--- src/rtl/xbus_pkg.sv ---
// X-bus controller shared definitions: bundle layout, client ids, arbitration modes, FSM states.
// Latency: n/a (constants and types only).
// Backpressure: n/a.
package xbus_pkg;

  // Default sizing of the controller
  localparam int XBUS_N_CLIENTS = 2;
  localparam int XBUS_CFG_W     = 256;
  localparam int XBUS_P         = 8;

  // Client indices
  localparam int CLIENT_CONV = 0;
  localparam int CLIENT_POOL = 1;

  // Arbitration modes
  localparam int ARB_FIXED = 0;  // lowest pending index wins
  localparam int ARB_RR    = 1;  // search starts at rr_ptr

  // Parameter bundle layout: bit offset (_OFS) and width (_W) of each field.
  // Bits above XZ_OFS+XZ_W are reserved and carried through untouched.
  localparam int XPHM_ADDR_OFS        = 0;    localparam int XPHM_ADDR_W        = 32;
  localparam int XPHM_LEN_MINUS_1_OFS = 32;   localparam int XPHM_LEN_MINUS_1_W = 16;
  localparam int X_ADDR_OFS           = 48;   localparam int X_ADDR_W           = 32;
  localparam int INC2_MINUS_1_OFS     = 80;   localparam int INC2_MINUS_1_W     = 16;
  localparam int INW_OFS              = 96;   localparam int INW_W              = 16;
  localparam int INH2_OFS             = 112;  localparam int INH2_W             = 16;
  localparam int INW2_OFS             = 128;  localparam int INW2_W             = 16;
  localparam int KH_MINUS_1_OFS       = 144;  localparam int KH_MINUS_1_W       = 4;
  localparam int KW_MINUS_1_OFS       = 148;  localparam int KW_MINUS_1_W       = 4;
  localparam int STRIDE_H_OFS         = 152;  localparam int STRIDE_H_W         = 4;
  localparam int STRIDE_W_OFS         = 156;  localparam int STRIDE_W_W         = 4;
  localparam int PAD_L_OFS            = 160;  localparam int PAD_L_W            = 4;
  localparam int PAD_U_OFS            = 164;  localparam int PAD_U_W            = 4;
  localparam int IFM_HEIGHT_OFS       = 168;  localparam int IFM_HEIGHT_W       = 16;
  localparam int ROW_BOUND_OFS        = 184;  localparam int ROW_BOUND_W        = 16;
  localparam int COL_BOUND_OFS        = 200;  localparam int COL_BOUND_W        = 16;
  localparam int XZ_OFS               = 216;  localparam int XZ_W               = 8;

  // Controller FSM
  typedef enum logic [1:0] {
    ST_IDLE  = 2'd0,
    ST_ISSUE = 2'd1,
    ST_BUSY  = 2'd2
  } state_t;

endpackage

--- src/rtl/xbus_rr_pick.sv ---
// Combinational picker: one-hot grant + index among pending clients, fixed priority or round-robin.
// Latency: combinational, zero cycles.
// Backpressure: none; grant_vld low when nothing is pending.
// Ports: pend (pending flags), rr_ptr (round-robin start index, ignored in fixed mode),
//        grant (one-hot), grant_idx (binary index of grant), grant_vld (any grant).
module xbus_rr_pick import xbus_pkg::*; #(
  parameter int N        = 2,
  parameter int IW       = 1,
  parameter int ARB_MODE = ARB_FIXED
) (
  input  logic [N-1:0]  pend,
  input  logic [IW-1:0] rr_ptr,
  output logic [N-1:0]  grant,
  output logic [IW-1:0] grant_idx,
  output logic          grant_vld
);

  int             base;
  int             idx;
  logic [IW-1:0]  sel;

  // Walk the clients starting at base, wrapping once; the first pending one wins.
  always_comb begin
    grant     = '0;
    grant_idx = '0;
    grant_vld = 1'b0;
    base      = (ARB_MODE == ARB_RR) ? int'(rr_ptr) : 0;
    idx       = 0;
    sel       = '0;
    for (int off = 0; off < N; off++) begin
      idx = base + off;
      if (idx >= N) idx = idx - N;
      sel = IW'(idx);
      if (!grant_vld && pend[sel]) begin
        grant[sel] = 1'b1;
        grant_idx  = sel;
        grant_vld  = 1'b1;
      end
    end
  end

endmodule

--- src/rtl/xbus_ctrl_arb.sv ---
// X-bus front-end: buffers one request per client, arbitrates, issues one job at a time, tracks completion.
// Latency: request cycle to start_pulse is 2 cycles; job_done to next start_pulse is 2 cycles.
// Backpressure: one pending slot per client; a request into a full slot is dropped and flagged sticky.
// Ports: req_start/req_cfg in, req_accept/req_done out per client; start_pulse/cfg/owner/busy to the
//        datapath, job_done back from it; cache_full -> registered stall; sticky error flags.
module xbus_ctrl_arb import xbus_pkg::*; #(
  parameter int N_CLIENTS = XBUS_N_CLIENTS,
  parameter int CFG_W     = XBUS_CFG_W,
  parameter int P         = XBUS_P,
  parameter int ARB_MODE  = ARB_FIXED,
  localparam int IW       = (N_CLIENTS > 1) ? $clog2(N_CLIENTS) : 1
) (
  input  logic                       clk,
  input  logic                       rst_n,
  input  logic [N_CLIENTS-1:0]       req_start,
  input  logic [N_CLIENTS*CFG_W-1:0] req_cfg,
  output logic [N_CLIENTS-1:0]       req_accept,
  output logic [N_CLIENTS-1:0]       req_done,
  output logic                       start_pulse,
  output logic [CFG_W-1:0]           cfg,
  output logic [IW-1:0]              owner,
  output logic                       busy,
  input  logic                       job_done,
  input  logic [P-1:0]               cache_full,
  output logic                       stall,
  output logic [N_CLIENTS-1:0]       err_overflow,
  output logic                       err_spurious
);

  state_t               state, state_nxt;
  logic [N_CLIENTS-1:0] pend;
  logic [CFG_W-1:0]     cfg_buf [N_CLIENTS];
  logic [IW-1:0]        rr_ptr;

  logic [N_CLIENTS-1:0] grant;
  logic [IW-1:0]        grant_idx;
  logic                 grant_vld;
  logic                 grant_take;
  logic [N_CLIENTS-1:0] take;

  xbus_rr_pick #(
    .N        (N_CLIENTS),
    .IW       (IW),
    .ARB_MODE (ARB_MODE)
  ) u_pick (
    .pend      (pend),
    .rr_ptr    (rr_ptr),
    .grant     (grant),
    .grant_idx (grant_idx),
    .grant_vld (grant_vld)
  );

  // Next state and state-decoded outputs
  always_comb begin
    state_nxt   = state;
    grant_take  = 1'b0;
    start_pulse = 1'b0;
    busy        = 1'b0;
    case (state)
      ST_IDLE: begin
        if (grant_vld) begin
          grant_take = 1'b1;
          state_nxt  = ST_ISSUE;
        end
      end
      ST_ISSUE: begin
        start_pulse = 1'b1;
        busy        = 1'b1;
        state_nxt   = ST_BUSY;
      end
      ST_BUSY: begin
        busy = 1'b1;
        if (job_done) state_nxt = ST_IDLE;
      end
      default: state_nxt = ST_IDLE;
    endcase
    take = grant & {N_CLIENTS{grant_take}};
  end

  always_ff @(posedge clk or negedge rst_n) begin
    if (!rst_n) state <= ST_IDLE;
    else        state <= state_nxt;
  end

  // Request slots. A grant frees the slot in the same cycle, so a new
  // request arriving alongside the grant is captured rather than dropped.
  always_ff @(posedge clk or negedge rst_n) begin
    if (!rst_n) begin
      pend         <= '0;
      req_accept   <= '0;
      err_overflow <= '0;
      for (int i = 0; i < N_CLIENTS; i++) cfg_buf[i] <= '0;
    end else begin
      for (int i = 0; i < N_CLIENTS; i++) begin
        req_accept[i] <= 1'b0;
        if (req_start[i] && (!pend[i] || take[i])) begin
          pend[i]       <= 1'b1;
          cfg_buf[i]    <= req_cfg[i*CFG_W +: CFG_W];
          req_accept[i] <= 1'b1;
        end else if (take[i]) begin
          pend[i] <= 1'b0;
        end
        if (req_start[i] && pend[i] && !take[i]) err_overflow[i] <= 1'b1;
      end
    end
  end

  // Issued job, round-robin pointer and completion reporting
  always_ff @(posedge clk or negedge rst_n) begin
    if (!rst_n) begin
      cfg          <= '0;
      owner        <= '0;
      rr_ptr       <= '0;
      req_done     <= '0;
      err_spurious <= 1'b0;
      stall        <= 1'b0;
    end else begin
      if (grant_take) begin
        cfg    <= cfg_buf[grant_idx];
        owner  <= grant_idx;
        rr_ptr <= (grant_idx == IW'(N_CLIENTS - 1)) ? '0 : grant_idx + IW'(1);
      end
      req_done <= '0;
      if (state == ST_BUSY && job_done) req_done[owner] <= 1'b1;
      if (job_done && state != ST_BUSY) err_spurious <= 1'b1;
      stall <= |cache_full;
    end
  end

endmodule

--- config.mk ---
export PLATFORM = sky130hd
export DESIGN_NAME = xbus_ctrl_arb
export DESIGN_NICKNAME = d
export VERILOG_FILES = /design/src/rtl/xbus_pkg.sv /design/src/rtl/xbus_rr_pick.sv /design/src/rtl/xbus_ctrl_arb.sv
export SDC_FILE = /design/constraint.sdc
export NUM_CORES = 1
export LEC_CHECK = 0
export CORE_AREA = 2 2 305 307
export CTS_BUF_LIST = sky130_fd_sc_hd__clkbuf_16
export CTS_CLUSTER_DIAMETER = 100
export DETAILED_ROUTE_END_ITERATION = 7
export DIE_AREA = 0 0 307 309
export MAX_ROUTING_LAYER = met4
export PLACE_DENSITY = 0.7
export SLEW_MARGIN = 40
export SYNTH_ARGS = -nofsm -noshare
export SYNTH_HDL_FRONTEND = slang
export SYNTH_SLANG_ARGS = --single-unit
--- constraint.sdc ---
create_clock -name clk -period 2.3 [get_ports clk]
set_input_delay 0.345 -clock clk [delete_from_list [all_inputs] [get_ports clk]]
set_output_delay 0.345 -clock clk [all_outputs]
set_load 0.05 [all_outputs]
* Yosys cells after proc, flatten, opt, wreduce, memory -nomap -nowiden *
Index checks and enable logic that the tools add are counted.

storage, ports and cells
  bits in registers = 781
  output and inout port bits = 267
  logic and storage cells = 68

cells by class
  $lt $le $gt $ge = 3
  equality and inequality tests = 5
  multiplexer cells = 22
  bitwise gates (word level) = 2
  reduce and logical (&&, ||, !) cells = 23

operators by type and width
  operator                                                               number
  256-bit two-way mux                                                    3
  1-bit two-way mux                                                      14
  1-bit logical AND                                                      10
  8-bit OR reduction                                                     1
  2-bit two-way mux                                                      3
  2-bit inequality test, second input constant                           3
  2-bit one-hot mux with 3 select lines                                  1
  1-bit logical NOT                                                      5
  2-bit nonzero test                                                     2
  2-bit AND                                                              1
  2-bit by 1-bit equality test with 1-bit output, second input constant  1
  2-bit equality test, second input constant                             1
  2-bit >= comparator, second input constant                             1
  2-bit logical NOT                                                      1
  1-bit logical OR                                                       2
  1-bit by 2-bit < comparator with 1-bit output, second input constant   1
  1-bit NOT with 2-bit output                                            1
  2-bit AND reduction                                                    1
  2-bit OR reduction                                                     1
  1-bit demux with 1-bit select                                          1
  1-bit >= comparator, second input constant                             1

* Logic depth before layout (Yosys ltp) *
Gate-level depths: netlist (run 1).

  word-level depth = 10
  mapped depth = 8

* Hierarchy *
A second synthesis (run 1) with hierarchy kept.

unflattened totals
  cells, all modules = 2,243
  area, all modules = 31,292.5 µm²

by module, submodules not included
  module         times used  cells each  area an instance (µm²)
  xbus_ctrl_arb  1           2,239       31,265.0
  xbus_rr_pick   1           4           27.5

* Least setup slack after synthesis (run 1) *
OpenSTA, ideal clock, no wires.

  kind = flip-flop to flip-flop
  start = reg state[0]
  end = reg cfg_buf[444] (netlist bit)
  data arrival time = 1.649 ns
  data required time = 2.175 ns
  setup slack = 0.526 ns
  cell stages (with the launch flop) = 9
  path buffers = 3
  cell sequence = dfrtp_1 inv_1 ha_1 nand2b_1 and2_1 buf_2 buf_6 buf_6 mux2_4

on the way
  cells in the longest elaborated chain, start to end = 5

ends and longest elaborated chain
  element                        RTL line             source
  start, declared                xbus_ctrl_arb.sv:30  state_t state, state_nxt;
  start signal, assigned         xbus_ctrl_arb.sv:82  else state <= state_nxt;
  2-bit logical NOT              xbus_ctrl_arb.sv:59  case (state)
  1-bit two-way mux              xbus_ctrl_arb.sv:59
  2-bit AND                      xbus_ctrl_arb.sv:77  take = grant & {N_CLIENTS{grant_take}};
  1-bit logical OR               xbus_ctrl_arb.sv:96  if (req_start[i] && (!pend[i] || take[i])) begin
  1-bit logical AND              xbus_ctrl_arb.sv:96
  end signal, assigned by index  xbus_ctrl_arb.sv:98  cfg_buf[i] <= req_cfg[i*CFG_W +: CFG_W];
  end, declared                  xbus_ctrl_arb.sv:32  logic [CFG_W-1:0] cfg_buf [N_CLIENTS];

Every way passes these cells.
A chain may end at the register's enable or synchronous reset.

* Worst setup path after layout (run 1) *
  start = reg cfg[141]
  end = out cfg[141]

RTL lines
  element                 RTL line              source
  start, declared         xbus_ctrl_arb.sv:20   output logic [CFG_W-1:0] cfg,
  start signal, assigned  xbus_ctrl_arb.sv:119  cfg <= cfg_buf[grant_idx];

No word-level cell between the ends.

==> flow_results.xml, run 1 <==
<?xml version="1.0" encoding="UTF-8"?>
<metrics>
  <group name="routing">
    <metric name="detail_route.wirelength" unit="um">106000</metric>
    <metric name="met3WireLength" unit="um">7010</metric>
    <metric name="highest_layer" unit="">met4</metric>
    <metric name="drt_via_density" unit="">5.41</metric>
    <metric name="detailed_routing_iteration_count_for_the_pre_antenna_repair_pass" unit="">5</metric>
    <metric name="antenna_left" unit="">0</metric>
    <metric name="detailroute.wirelength.met2" unit="um">51700</metric>
    <metric name="detail_route.iter0.violations" unit="">1724</metric>
    <metric name="remaining_drc_errors" unit="">0</metric>
    <metric name="total_routed_wire_length_on_the_met1_layer" unit="um">43100</metric>
    <metric name="route.detailed.wl_per_inst" unit="um">24.2</metric>
    <metric name="via_count" unit="">23700</metric>
  </group>
  <group name="clock_tree">
    <metric name="numCtsBuffers" unit="">88</metric>
    <metric name="cts_num_sinks" unit="">781</metric>
    <metric name="clk_transition_reported_paths" unit="ps">60</metric>
    <metric name="htreeDepth" unit="">3</metric>
    <metric name="ctsLongestPathBuffers" unit="">3</metric>
    <metric name="clk_latency" unit="ps">650</metric>
    <metric name="cts_tree" unit="">done</metric>
    <metric name="cts_root_cell" unit="">sky130_fd_sc_hd__clkbuf_16</metric>
  </group>
  <group name="logic_synthesis">
    <metric name="number_of_flops_mapped_to_enable_cells_by_yosys" unit="">0</metric>
    <metric name="register_area_share_after_synthesis" unit="">0.612</metric>
    <metric name="synth_most_common_cell" unit="">sky130_fd_sc_hd__dfrtp_1</metric>
    <metric name="netlist_instances" unit="">2295</metric>
    <metric name="synth_top_cells_by_count" unit="">sky130_fd_sc_hd__dfrtp_1 (781), sky130_fd_sc_hd__o22ai_1 (511), sky130_fd_sc_hd__a21oi_1 (259), sky130_fd_sc_hd__mux2_2 (232), sky130_fd_sc_hd__mux2_4 (229)</metric>
    <metric name="yosys_warnings" unit="">0</metric>
    <metric name="mappedNetlistArea" unit="mm2">0.0319</metric>
    <metric name="ys_dominant_reg_cell" unit="">sky130_fd_sc_hd__dfrtp_1</metric>
    <metric name="synth_async_sr_flop_share" unit="">1.00</metric>
    <metric name="synth_seq_cells" unit="">781</metric>
    <metric name="syn_area_per_cell" unit="um2">13.9</metric>
    <metric name="area_share_of_the_largest_cell_type_after_synthesis" unit="">0.612</metric>
    <metric name="netlist-cell-type-count" unit="">28</metric>
    <metric name="syn-num-nets" unit="">2823</metric>
    <metric name="ys_top_cells_by_area" unit="">sky130_fd_sc_hd__dfrtp_1 (61%), sky130_fd_sc_hd__mux2_4 (11%), sky130_fd_sc_hd__o22ai_1 (10%), sky130_fd_sc_hd__mux2_2 (8.2%), sky130_fd_sc_hd__a21oi_1 (4.1%)</metric>
    <metric name="synthDominantAreaCellType" unit="">sky130_fd_sc_hd__dfrtp_1</metric>
  </group>
  <group name="critical_path">
    <metric name="cpMaxStageDelayCell" unit="">sky130_fd_sc_hd__clkdlybuf4s50_1</metric>
    <metric name="critPathBufInv" unit="">1</metric>
    <metric name="critical_path_arrival" unit="ps">1910</metric>
    <metric name="cp_max_fo" unit="">3</metric>
    <metric name="worst_setup_path_end_kind" unit="">output port</metric>
    <metric name="critPathMaxStageDelay" unit="ps">850</metric>
    <metric name="worstPathCellList" unit="">clkdlybuf4s50_1</metric>
    <metric name="critPathTopFamily" unit="">buffers and inverters</metric>
    <metric name="startpoint_type" unit="">flop</metric>
    <metric name="cp.required" unit="ps">1960</metric>
    <metric name="worst_setup_path_type" unit="">flop to output port</metric>
  </group>
  <group name="timing">
    <metric name="hold_viol" unit="">0</metric>
    <metric name="relSlewSlack" unit="">0.385</metric>
    <metric name="setup_repair_after_global_routing_missed_its_margin" unit="">false</metric>
    <metric name="timing.final.crit_share" unit="">0.980</metric>
    <metric name="worst-slew-pin-transition" unit="ps">922</metric>
    <metric name="clock_skew" unit="ps">25.2</metric>
    <metric name="report.final.slew_viol_count" unit="">0</metric>
    <metric name="final-setup-viol-count" unit="">0</metric>
    <metric name="tns" unit="ps">0</metric>
    <metric name="post-route-min-period" unit="ps">2250</metric>
    <metric name="fmax" unit="GHz">0.443</metric>
  </group>
  <group name="status">
    <metric name="outcome" unit="">finished, final reports clean</metric>
  </group>
  <group name="job">
    <metric name="drv.max_cap_violation_count" unit="">0</metric>
  </group>
  <group name="global_route">
    <metric name="track_usage" unit="">0.222</metric>
    <metric name="global_route.overflow_total" unit="">0</metric>
    <metric name="first_pass_grt_wire_length" unit="um">157000</metric>
    <metric name="grt_pass1_vias" unit="">24500</metric>
    <metric name="number_of_antenna_violations_at_the_first_check_in_global_routing" unit="">34</metric>
    <metric name="grt_max_degree" unit="">146</metric>
  </group>
  <group name="pwr">
    <metric name="vdd_ir_drop_max" unit="uV">1350</metric>
    <metric name="p_total" unit="uW">75400</metric>
    <metric name="cellLeakagePower" unit="uW">0.0186</metric>
    <metric name="power.density" unit="mW/mm2">1690</metric>
  </group>
  <group name="floorplanning">
    <metric name="die_x" unit="um">307</metric>
    <metric name="floorplan.initialDensity" unit="">0.350</metric>
    <metric name="row_count" unit="">111</metric>
    <metric name="io_pins" unit="">792</metric>
    <metric name="floorplan.core_area" unit="mm2">0.0914</metric>
    <metric name="full_die_area" unit="mm2">0.0949</metric>
    <metric name="die_height" unit="um">309</metric>
  </group>
  <group name="placed_design">
    <metric name="placement.io_buffers" unit="">791</metric>
    <metric name="post-dp-hpwl" unit="um">72400</metric>
    <metric name="gp_routability_congestion" unit="">0.877</metric>
  </group>
  <group name="cells_and_area">
    <metric name="drive_above_1_share" unit="">0.225</metric>
    <metric name="area.growth.synth_to_final" unit="%">40.1</metric>
    <metric name="fillers" unit="">7932</metric>
    <metric name="layout.nets" unit="">3620</metric>
  </group>
  <group name="hold_path">
    <metric name="holdCritPathClass" unit="">input port to async pin</metric>
  </group>
</metrics>
[worst paths after layout]
path | start | slack (ps) | endpoint | depth (start not counted)
min in group clk | cache_full[6] | 270 | stall | 3
worst max-delay path | cfg[141] | 50 | cfg[141] | 1
worst max register to register | state[0] | 190 | cfg_buf[290] | 7
worst min-delay path | rst_n | 200 | cfg_buf[146] | 2
worst min register to register | err_overflow[1] | 460 | err_overflow[1] | 1
max in group asynchronous | rst_n | 1100 | pend[1] | 4
[power by group]
part | leakage [uW] | switching, uW | total [uW] | internal [uW]
clock | 0.00144 | 5770 | 13800 | 8000
combinational | 0.00817 | 20400 | 35800 | 15400
sequential | 0.00901 | 4990 | 25900 | 20900
total | 0.0186 | 31200 | 75400 | 44300
[layout by cell type, fill, tap and decap left out, drive strengths merged]
cell type and n:
a21oi 259, a21boi 1, o22ai 511, and2 2, clkbuf 92, a21o 2, diode 38, ha 3
o21a 1, nor2 2, clkinv 36, nand3b 1, clkinvlp 4, clkdlybuf4s50 703, mux2 513, o21ai 2
dlymetal6s2s 28, nor4 2, dlygate4sd2 55, buf 119, or2 1, bufinv 7, nor2b 1, inv 25
dlygate4sd3 1, dfrtp 781, nand2b 2, nand2 5, and3 1, o21bai 1
[stage by stage]
step | instance area, um2 | utilization | worst slack (ps) | hold slack (ps) | std cells
after floorplan | 31900 | - | 526 | 49.4 | 2295
after global placement | 41800 | 0.458 | 183 | 271 | 4187
after detailed placement | 41800 | 0.458 | 162 | 265 | 4187
after CTS | 44600 | 0.488 | 0.359 | 137 | 4347
after global routing | 44700 | 0.490 | 1.30 | 187 | 4380
final | 44800 | 0.490 | 45.2 | 198 | 4385
[routing by layer]
layer / global-route usage / up-vias
met5: - / -
met2: 0.345 / 877
li1: - / 10400
met3: 0.0536 / 234
met1: 0.273 / 12200
met4: 0.105 / 0
[flip-flops by register name, summed over array words and instances (netlist names)]
name / cells
req_accept: 2
stall: 1
cfg: 256
err_overflow: 2
err_spurious: 1
pend: 2
state: 2
req_done: 2
owner: 1
cfg_buf: 512
[timing repair]
item	4_1_cts	5_1_grt
gates cloned	0	0
pin swaps	0	0
endpoints found under the setup margin	55	28
setup buffers	0	0
hold endpoints to repair	109	0
resized for setup	55	28
hold buffers	1	0
[cell families after synthesis]
logic type,share of synthesized area
AOI/OAI and AO/OA,0.142
adders and majority gates,0.00118
buffers and inverters,0.0343
DFF,0.612
muxes,0.208
and+or+nand+nor,0.00282
[layout make-up]
cell class	count	area (um2)	area share
sequential	781	19500	0.437
multi-input combinational	1310	11300	0.253
timing repair buffer	906	9460	0.211
clock buffer	92	2300	0.0514
tap	1186	1480	0.0332
clock inverter	67	502	0.0112
antenna	38	95.1	0.00212
inverter	5	26.3	0.000587
(Power assumes the default switching activity.)
==> run 2, diff against run 1 <==
- CTS_CLUSTER_DIAMETER: 100 -> not set
- MAX_ROUTING_LAYER: met4 -> not set
- clock period: 2.3 -> 2.5 ns (I/O delays scaled with it)
==> run 2 against run 1 <==
Against the previous run:
- sequential share of layout area increased by 0.26 points
- cell area is 0.58% lower
- worst setup slack better by 61 ps
- largest cell class unchanged
- hold slack improved by 92 ps
- via count increased by 0.29%
- clock power is 10% lower
- wire length rose by 0.89%
- largest power group unchanged
- flip-flop and latch count is the same
- highest routed layer is now met5
- final cell count decreased by 0.50%
==> flow_results.xml, run 2 (same netlist as run 1, synthesis figures left out) <==
<?xml version="1.0" encoding="UTF-8"?>
<metrics>
  <group name="critical_path">
    <metric name="worst_setup_path_type" unit="">flop to output port</metric>
    <metric name="worst_setup_path_end_kind" unit="">output port</metric>
    <metric name="startpoint_type" unit="">flop</metric>
    <metric name="r2r.worst_path.cells" unit="">7</metric>
    <metric name="cp_max_fo" unit="">3</metric>
    <metric name="critical_path_arrival" unit="ps">2020</metric>
    <metric name="critPathTopFamily" unit="">buffers and inverters</metric>
    <metric name="worst_r2r_dst" unit="">cfg_buf[400]</metric>
    <metric name="critPathMaxStageDelay" unit="ps">900</metric>
    <metric name="reg2reg_from" unit="">state[0]</metric>
    <metric name="cpMaxStageDelayCell" unit="">sky130_fd_sc_hd__clkdlybuf4s50_1</metric>
    <metric name="cp.required" unit="ps">2120</metric>
    <metric name="timing.reg2reg.setup_slack" unit="ps">300</metric>
    <metric name="critPathBufInv" unit="">1</metric>
    <metric name="worstPathCellList" unit="">clkdlybuf4s50_1</metric>
  </group>
  <group name="cells_and_area">
    <metric name="layout_commonest_cell" unit="">sky130_fd_sc_hd__clkdlybuf4s50_1</metric>
    <metric name="area.growth.synth_to_final" unit="%">39.3</metric>
    <metric name="commonest_non_fill_non_tap_cells_in_the_layout" unit="">sky130_fd_sc_hd__clkdlybuf4s50_1 (787), sky130_fd_sc_hd__dfrtp_1 (780), sky130_fd_sc_hd__o22ai_1 (511)</metric>
    <metric name="layout.nets" unit="">3607</metric>
    <metric name="fillers" unit="">7987</metric>
    <metric name="registers.top_by_ff_count" unit="">cfg_buf</metric>
    <metric name="drive_above_1_share" unit="">0.221</metric>
    <metric name="layout_top_registers" unit="">cfg_buf (512), cfg (256)</metric>
    <metric name="final_core_utilization" unit="">0.487</metric>
    <metric name="largest_register_ffs" unit="">512</metric>
  </group>
  <group name="timing">
    <metric name="report.final.slew_viol_count" unit="">0</metric>
    <metric name="setup_repair_after_global_routing_missed_its_margin" unit="">false</metric>
    <metric name="clock_skew" unit="ps">26.5</metric>
    <metric name="relSlewSlack" unit="">0.487</metric>
    <metric name="tns" unit="ps">0</metric>
    <metric name="worst-slew-pin-transition" unit="ps">769</metric>
    <metric name="post-route-min-period" unit="ps">2390</metric>
    <metric name="timing.final.crit_share" unit="">0.957</metric>
    <metric name="final-setup-viol-count" unit="">0</metric>
    <metric name="hold_viol" unit="">0</metric>
    <metric name="fmax" unit="GHz">0.418</metric>
  </group>
  <group name="pwr">
    <metric name="p_comb_frac" unit="">0.477</metric>
    <metric name="part_of_the_total_power_dissipated_in_the_clock_network" unit="">0.179</metric>
    <metric name="total_switching_power" unit="uW">28800</metric>
    <metric name="vdd_ir_drop_max" unit="uV">812</metric>
    <metric name="cell_internal_power" unit="uW">40500</metric>
    <metric name="swShare" unit="">0.415</metric>
    <metric name="power.density" unit="mW/mm2">1560</metric>
    <metric name="cellLeakagePower" unit="uW">0.0183</metric>
    <metric name="seqPwrFrac" unit="">0.344</metric>
  </group>
  <group name="clock_tree">
    <metric name="ctsLongestPathBuffers" unit="">3</metric>
    <metric name="cts.repair.resized" unit="">0</metric>
    <metric name="cts_root_cell" unit="">sky130_fd_sc_hd__clkbuf_16</metric>
    <metric name="htreeDepth" unit="">3</metric>
    <metric name="cts_num_sinks" unit="">781</metric>
    <metric name="post-cts-setup-buffer-count" unit="">0</metric>
    <metric name="cts_tree" unit="">done</metric>
    <metric name="clk_latency" unit="ps">660</metric>
    <metric name="clk_transition_reported_paths" unit="ps">60</metric>
    <metric name="numCtsBuffers" unit="">86</metric>
  </group>
  <group name="placed_design">
    <metric name="gp_routability_congestion" unit="">0.856</metric>
    <metric name="placement.io_buffers" unit="">791</metric>
    <metric name="post-dp-hpwl" unit="um">72800</metric>
  </group>
  <group name="floorplanning">
    <metric name="floorplan.initialDensity" unit="">0.350</metric>
    <metric name="die_x" unit="um">307</metric>
    <metric name="die_height" unit="um">309</metric>
    <metric name="row_count" unit="">111</metric>
    <metric name="floorplan.core_area" unit="mm2">0.0914</metric>
    <metric name="io_pins" unit="">792</metric>
    <metric name="full_die_area" unit="mm2">0.0949</metric>
  </group>
  <group name="status">
    <metric name="outcome" unit="">finished, final reports clean</metric>
  </group>
  <group name="hold_path">
    <metric name="timing.hold.worst.start" unit="">cache_full[5]</metric>
    <metric name="hold-path-cell-count" unit="">3</metric>
    <metric name="hold_path_end" unit="">stall</metric>
    <metric name="holdCritPathClass" unit="">input port to flop</metric>
  </group>
  <group name="global_route">
    <metric name="number_of_antenna_violations_at_the_first_check_in_global_routing" unit="">35</metric>
    <metric name="track_usage" unit="">0.218</metric>
    <metric name="grt_max_degree" unit="">159</metric>
    <metric name="first_pass_grt_wire_length" unit="um">158000</metric>
    <metric name="global_route.overflow_total" unit="">0</metric>
    <metric name="grt_pass1_vias" unit="">24800</metric>
  </group>
  <group name="job">
    <metric name="drv.max_cap_violation_count" unit="">0</metric>
  </group>
  <group name="routing">
    <metric name="antenna_left" unit="">0</metric>
    <metric name="drt_via_density" unit="">5.45</metric>
    <metric name="detail_route.wirelength" unit="um">107000</metric>
    <metric name="remaining_drc_errors" unit="">0</metric>
    <metric name="route.detailed.wl_per_inst" unit="um">24.5</metric>
    <metric name="detail_route.iter0.violations" unit="">1675</metric>
    <metric name="detailed_routing_iteration_count_for_the_pre_antenna_repair_pass" unit="">5</metric>
    <metric name="via_count" unit="">23800</metric>
  </group>
</metrics>
==> run 2: worst max path at each step <==
stage	from	endpoint	slack (ps)	cells after the start
floorplan	state[0]	cfg_buf[444]	730	8
global placement	req_start[1]	cfg_buf[53]	320	5
detailed placement	req_start[1]	cfg_buf[57]	290	5
CTS	cfg[216]	cfg[216]	50	1
global route	cfg[216]	cfg[216]	70	1
finish	cfg[157]	cfg[157]	110	1
==> run 2: repair_timing <==
action	4_1_cts	5_1_grt
setup endpoints to repair	0	0
hold endpoints to repair	38	0
hold buffers	1	0
==> run 2: stage by stage <==
step | cell area [um2] | setup slack, ps | total power (uW) | cells | hold WS [ps]
2_1_floorplan | 31900 | 726 | 45100 | 2295 | 79.4
4_1_cts | 44400 | 49.1 | 69600 | 4333 | 244
3_3_place_gp | 41700 | 315 | 56000 | 4175 | 441
3_5_place_dp | 41700 | 289 | 56900 | 4175 | 430
5_1_grt | 44500 | 65.7 | 72700 | 4363 | 277
6_report | 44500 | 106 | 69300 | 4363 | 290
==> run 2: power by group through the flow <==
stage | Combinational, uW | Clock, uW | Sequential [uW]
2_1_floorplan | 15400 | 0 | 29700
3_3_place_gp | 32300 | 0 | 23700
5_1_grt | 34900 | 13200 | 24600
6_report | 33000 | 12400 | 23900
4_1_cts | 33100 | 12600 | 23800
3_5_place_dp | 33000 | 0 | 23900
==> run 2: area by class of cell <==
type / instances / area (um2) / area share
repair buffers: 895 / 9310 / 0.209
inverters: 5 / 26.3 / 0.000591
clock buffers: 86 / 2150 / 0.0484
well taps: 1186 / 1480 / 0.0333
clock inverters: 71 / 562 / 0.0126
diodes: 29 / 72.6 / 0.00163
multi-input cells: 1310 / 11300 / 0.255
flip-flops and latches: 781 / 19500 / 0.439
==> run 2: metal layers <==
layer | share of wire | global-route usage | vias to the layer above
met4 | 0.045 | 0.105 | 10
met2 | 0.48 | 0.351 | 915
met5 | 0.00058 | 0 | -
li1 | - | - | 10400
met1 | 0.41 | 0.276 | 12200
met3 | 0.065 | 0.0547 | 257
==> run 3, diff against run 2 <==
--- a/config.mk
+++ b/config.mk
@@ -16 +16,2 @@
 export SYNTH_SLANG_ARGS = --single-unit
+export TNS_END_PERCENT = 30
--- a/constraint.sdc
+++ b/constraint.sdc
@@ -3,2 +3,2 @@
 set_output_delay 0.375 -clock clk [all_outputs]
-set_load 0.05 [all_outputs]
+set_load 0.1 [all_outputs]
==> run 3 against run 2 <==
Against the previous run:
- first-iteration DRC count rose by 5.5%
- non-clock buffer count fell by 4
- die area did not move
- global-route usage barely moved
- largest cell class unchanged
==> flow_results.xml, run 3 (same netlist as run 1, synthesis figures left out) <==
<?xml version="1.0" encoding="UTF-8"?>
<metrics>
  <group name="status">
    <metric name="outcome" unit="">finished, final reports clean</metric>
  </group>
  <group name="global_route">
    <metric name="grt_pass1_vias" unit="">24600</metric>
    <metric name="number_of_antenna_violations_at_the_first_check_in_global_routing" unit="">32</metric>
    <metric name="first_pass_grt_wire_length" unit="um">158000</metric>
    <metric name="grt_max_degree" unit="">108</metric>
    <metric name="track_usage" unit="">0.218</metric>
    <metric name="global_route.overflow_total" unit="">0</metric>
  </group>
  <group name="clock_tree">
    <metric name="clk_latency" unit="ps">660</metric>
    <metric name="post-cts-setup-buffer-count" unit="">0</metric>
    <metric name="cts.repair.resized" unit="">0</metric>
    <metric name="cts_hold_buffers" unit="">1</metric>
    <metric name="cts_tree" unit="">done</metric>
    <metric name="htreeDepth" unit="">3</metric>
    <metric name="numCtsBuffers" unit="">85</metric>
    <metric name="cts_num_sinks" unit="">781</metric>
    <metric name="ctsLongestPathBuffers" unit="">3</metric>
    <metric name="cts_root_cell" unit="">sky130_fd_sc_hd__clkbuf_16</metric>
    <metric name="clk_transition_reported_paths" unit="ps">70</metric>
  </group>
  <group name="floorplanning">
    <metric name="die_x" unit="um">307</metric>
    <metric name="die_height" unit="um">309</metric>
    <metric name="io_pins" unit="">792</metric>
    <metric name="floorplan.core_area" unit="mm2">0.0914</metric>
    <metric name="row_count" unit="">111</metric>
    <metric name="full_die_area" unit="mm2">0.0949</metric>
    <metric name="floorplan.initialDensity" unit="">0.350</metric>
  </group>
  <group name="timing">
    <metric name="post-route-min-period" unit="ps">2260</metric>
    <metric name="hold_viol" unit="">0</metric>
    <metric name="report.final.slew_viol_count" unit="">0</metric>
    <metric name="setup_repair_after_global_routing_missed_its_margin" unit="">false</metric>
    <metric name="worst-slew-pin-transition" unit="ps">783</metric>
    <metric name="clock_skew" unit="ps">30.3</metric>
    <metric name="tns" unit="ps">0</metric>
    <metric name="final.setup.worst_slack" unit="ps">241</metric>
    <metric name="final-setup-viol-count" unit="">0</metric>
    <metric name="relSlewSlack" unit="">0.478</metric>
    <metric name="timing.final.crit_share" unit="">0.904</metric>
    <metric name="fmax" unit="GHz">0.443</metric>
  </group>
  <group name="placed_design">
    <metric name="placement.io_buffers" unit="">791</metric>
    <metric name="post-dp-hpwl" unit="um">72800</metric>
    <metric name="pre_cts_setup_slack" unit="ps">288</metric>
    <metric name="gp_routability_congestion" unit="">0.856</metric>
  </group>
  <group name="routing">
    <metric name="via_count" unit="">23700</metric>
    <metric name="route.detailed.wl_per_inst" unit="um">24.4</metric>
    <metric name="detailed_routing_iteration_count_for_the_pre_antenna_repair_pass" unit="">8</metric>
    <metric name="detail_route.wirelength" unit="um">106000</metric>
    <metric name="remaining_drc_errors" unit="">0</metric>
    <metric name="detail_route.iter0.violations" unit="">1767</metric>
    <metric name="drt_via_density" unit="">5.45</metric>
    <metric name="antenna_left" unit="">0</metric>
  </group>
  <group name="critical_path">
    <metric name="critical_path_arrival" unit="ps">1880</metric>
    <metric name="cpMaxStageDelayCell" unit="">sky130_fd_sc_hd__dfrtp_1</metric>
    <metric name="cp.required" unit="ps">2120</metric>
    <metric name="worst_setup_path_type" unit="">flop to output port</metric>
    <metric name="worst_setup_path_end_kind" unit="">output port</metric>
    <metric name="cp_max_fo" unit="">3</metric>
    <metric name="critPathMaxStageDelay" unit="ps">390</metric>
    <metric name="worstPathCellList" unit="">inv_1 &gt; ha_1 &gt; buf_4</metric>
    <metric name="startpoint" unit="">state[1]</metric>
    <metric name="reg2reg_from" unit="">state[0]</metric>
    <metric name="startpoint_type" unit="">flop</metric>
  </group>
  <group name="cells_and_area">
    <metric name="final_core_utilization" unit="">0.479</metric>
    <metric name="registers.top_by_ff_count" unit="">cfg_buf</metric>
    <metric name="drive_above_1_share" unit="">0.302</metric>
    <metric name="layout_top_registers" unit="">cfg_buf (512), cfg (256)</metric>
    <metric name="area.growth.synth_to_final" unit="%">37.0</metric>
    <metric name="largest_register_ffs" unit="">512</metric>
    <metric name="layout_commonest_cell" unit="">sky130_fd_sc_hd__dfrtp_1</metric>
    <metric name="commonest_non_fill_non_tap_cells_in_the_layout" unit="">sky130_fd_sc_hd__dfrtp_1 (780), sky130_fd_sc_hd__clkdlybuf4s50_1 (523), sky130_fd_sc_hd__o22ai_1 (511)</metric>
    <metric name="fillers" unit="">8001</metric>
    <metric name="layout.nets" unit="">3602</metric>
  </group>
  <group name="job">
    <metric name="drv.max_cap_violation_count" unit="">0</metric>
  </group>
  <group name="hold_path">
    <metric name="holdCritPathClass" unit="">input port to async pin</metric>
  </group>
</metrics>
## run 3: changes by cell type in the layout (fill, tap and decap cells not counted), moves of 3 or more
cell	previous run	this run
sky130_fd_sc_hd__diode_2	29	26
sky130_fd_sc_hd__inv_6	6	2
sky130_fd_sc_hd__inv_1	21	29
sky130_fd_sc_hd__clkdlybuf4s50_1	787	523
sky130_fd_sc_hd__buf_12	47	51
sky130_fd_sc_hd__buf_4	58	314
sky130_fd_sc_hd__clkinv_1	21	14
## run 3: final timing paths
path	end	slack (ps)	cells after the start
max	start_pulse	240	3
min reg2reg	err_spurious	470	1
min	cfg[142]	290	2
min in group clk	stall	290	3
max in group asynchronous	cfg[246]	1280	4
max reg2reg	cfg_buf[373]	280	7
## run 3: cell type report
cell class                 count  area (um2)  area share
antenna                       26        65.1     0.00149
clock buffer                  88        2200      0.0503
sequential                   781       19500       0.447
inverter                       5        26.3    0.000600
timing repair buffer         891        8670       0.198
multi-input combinational   1310       11300       0.259
clock inverter                63         438      0.0100
tap                         1186        1480      0.0339
## run 3: critical path: cells and delay by family (launching register included)
| family | cells | cell delay (ps) |
|---|---|---|
| buffers and inverters | 2 | 490 |
| adder cells (fa/ha/maj) | 1 | 330 |
| flip-flops | 1 | 390 |
## run 3: routing by layer
metal | track usage | wire (um)
met3 | 0.0496 | 7340
met1 | 0.284 | 43300
met4 | 0.103 | 4520
met5 | 0 | 65
met2 | 0.345 | 51100
## run 3: through the flow
step	instance area [um2]	instances	hold WS [ps]
finish	43800	4350	292
global route	43800	4349	285
CTS	43700	4324	240
detailed placement	41100	4172	373
global placement	41000	4171	370
floorplan	31900	2295	79.4
Power of run 3 is not shown: default switching activity piles up to over one toggle a cycle in this logic, so the estimate is an artifact.
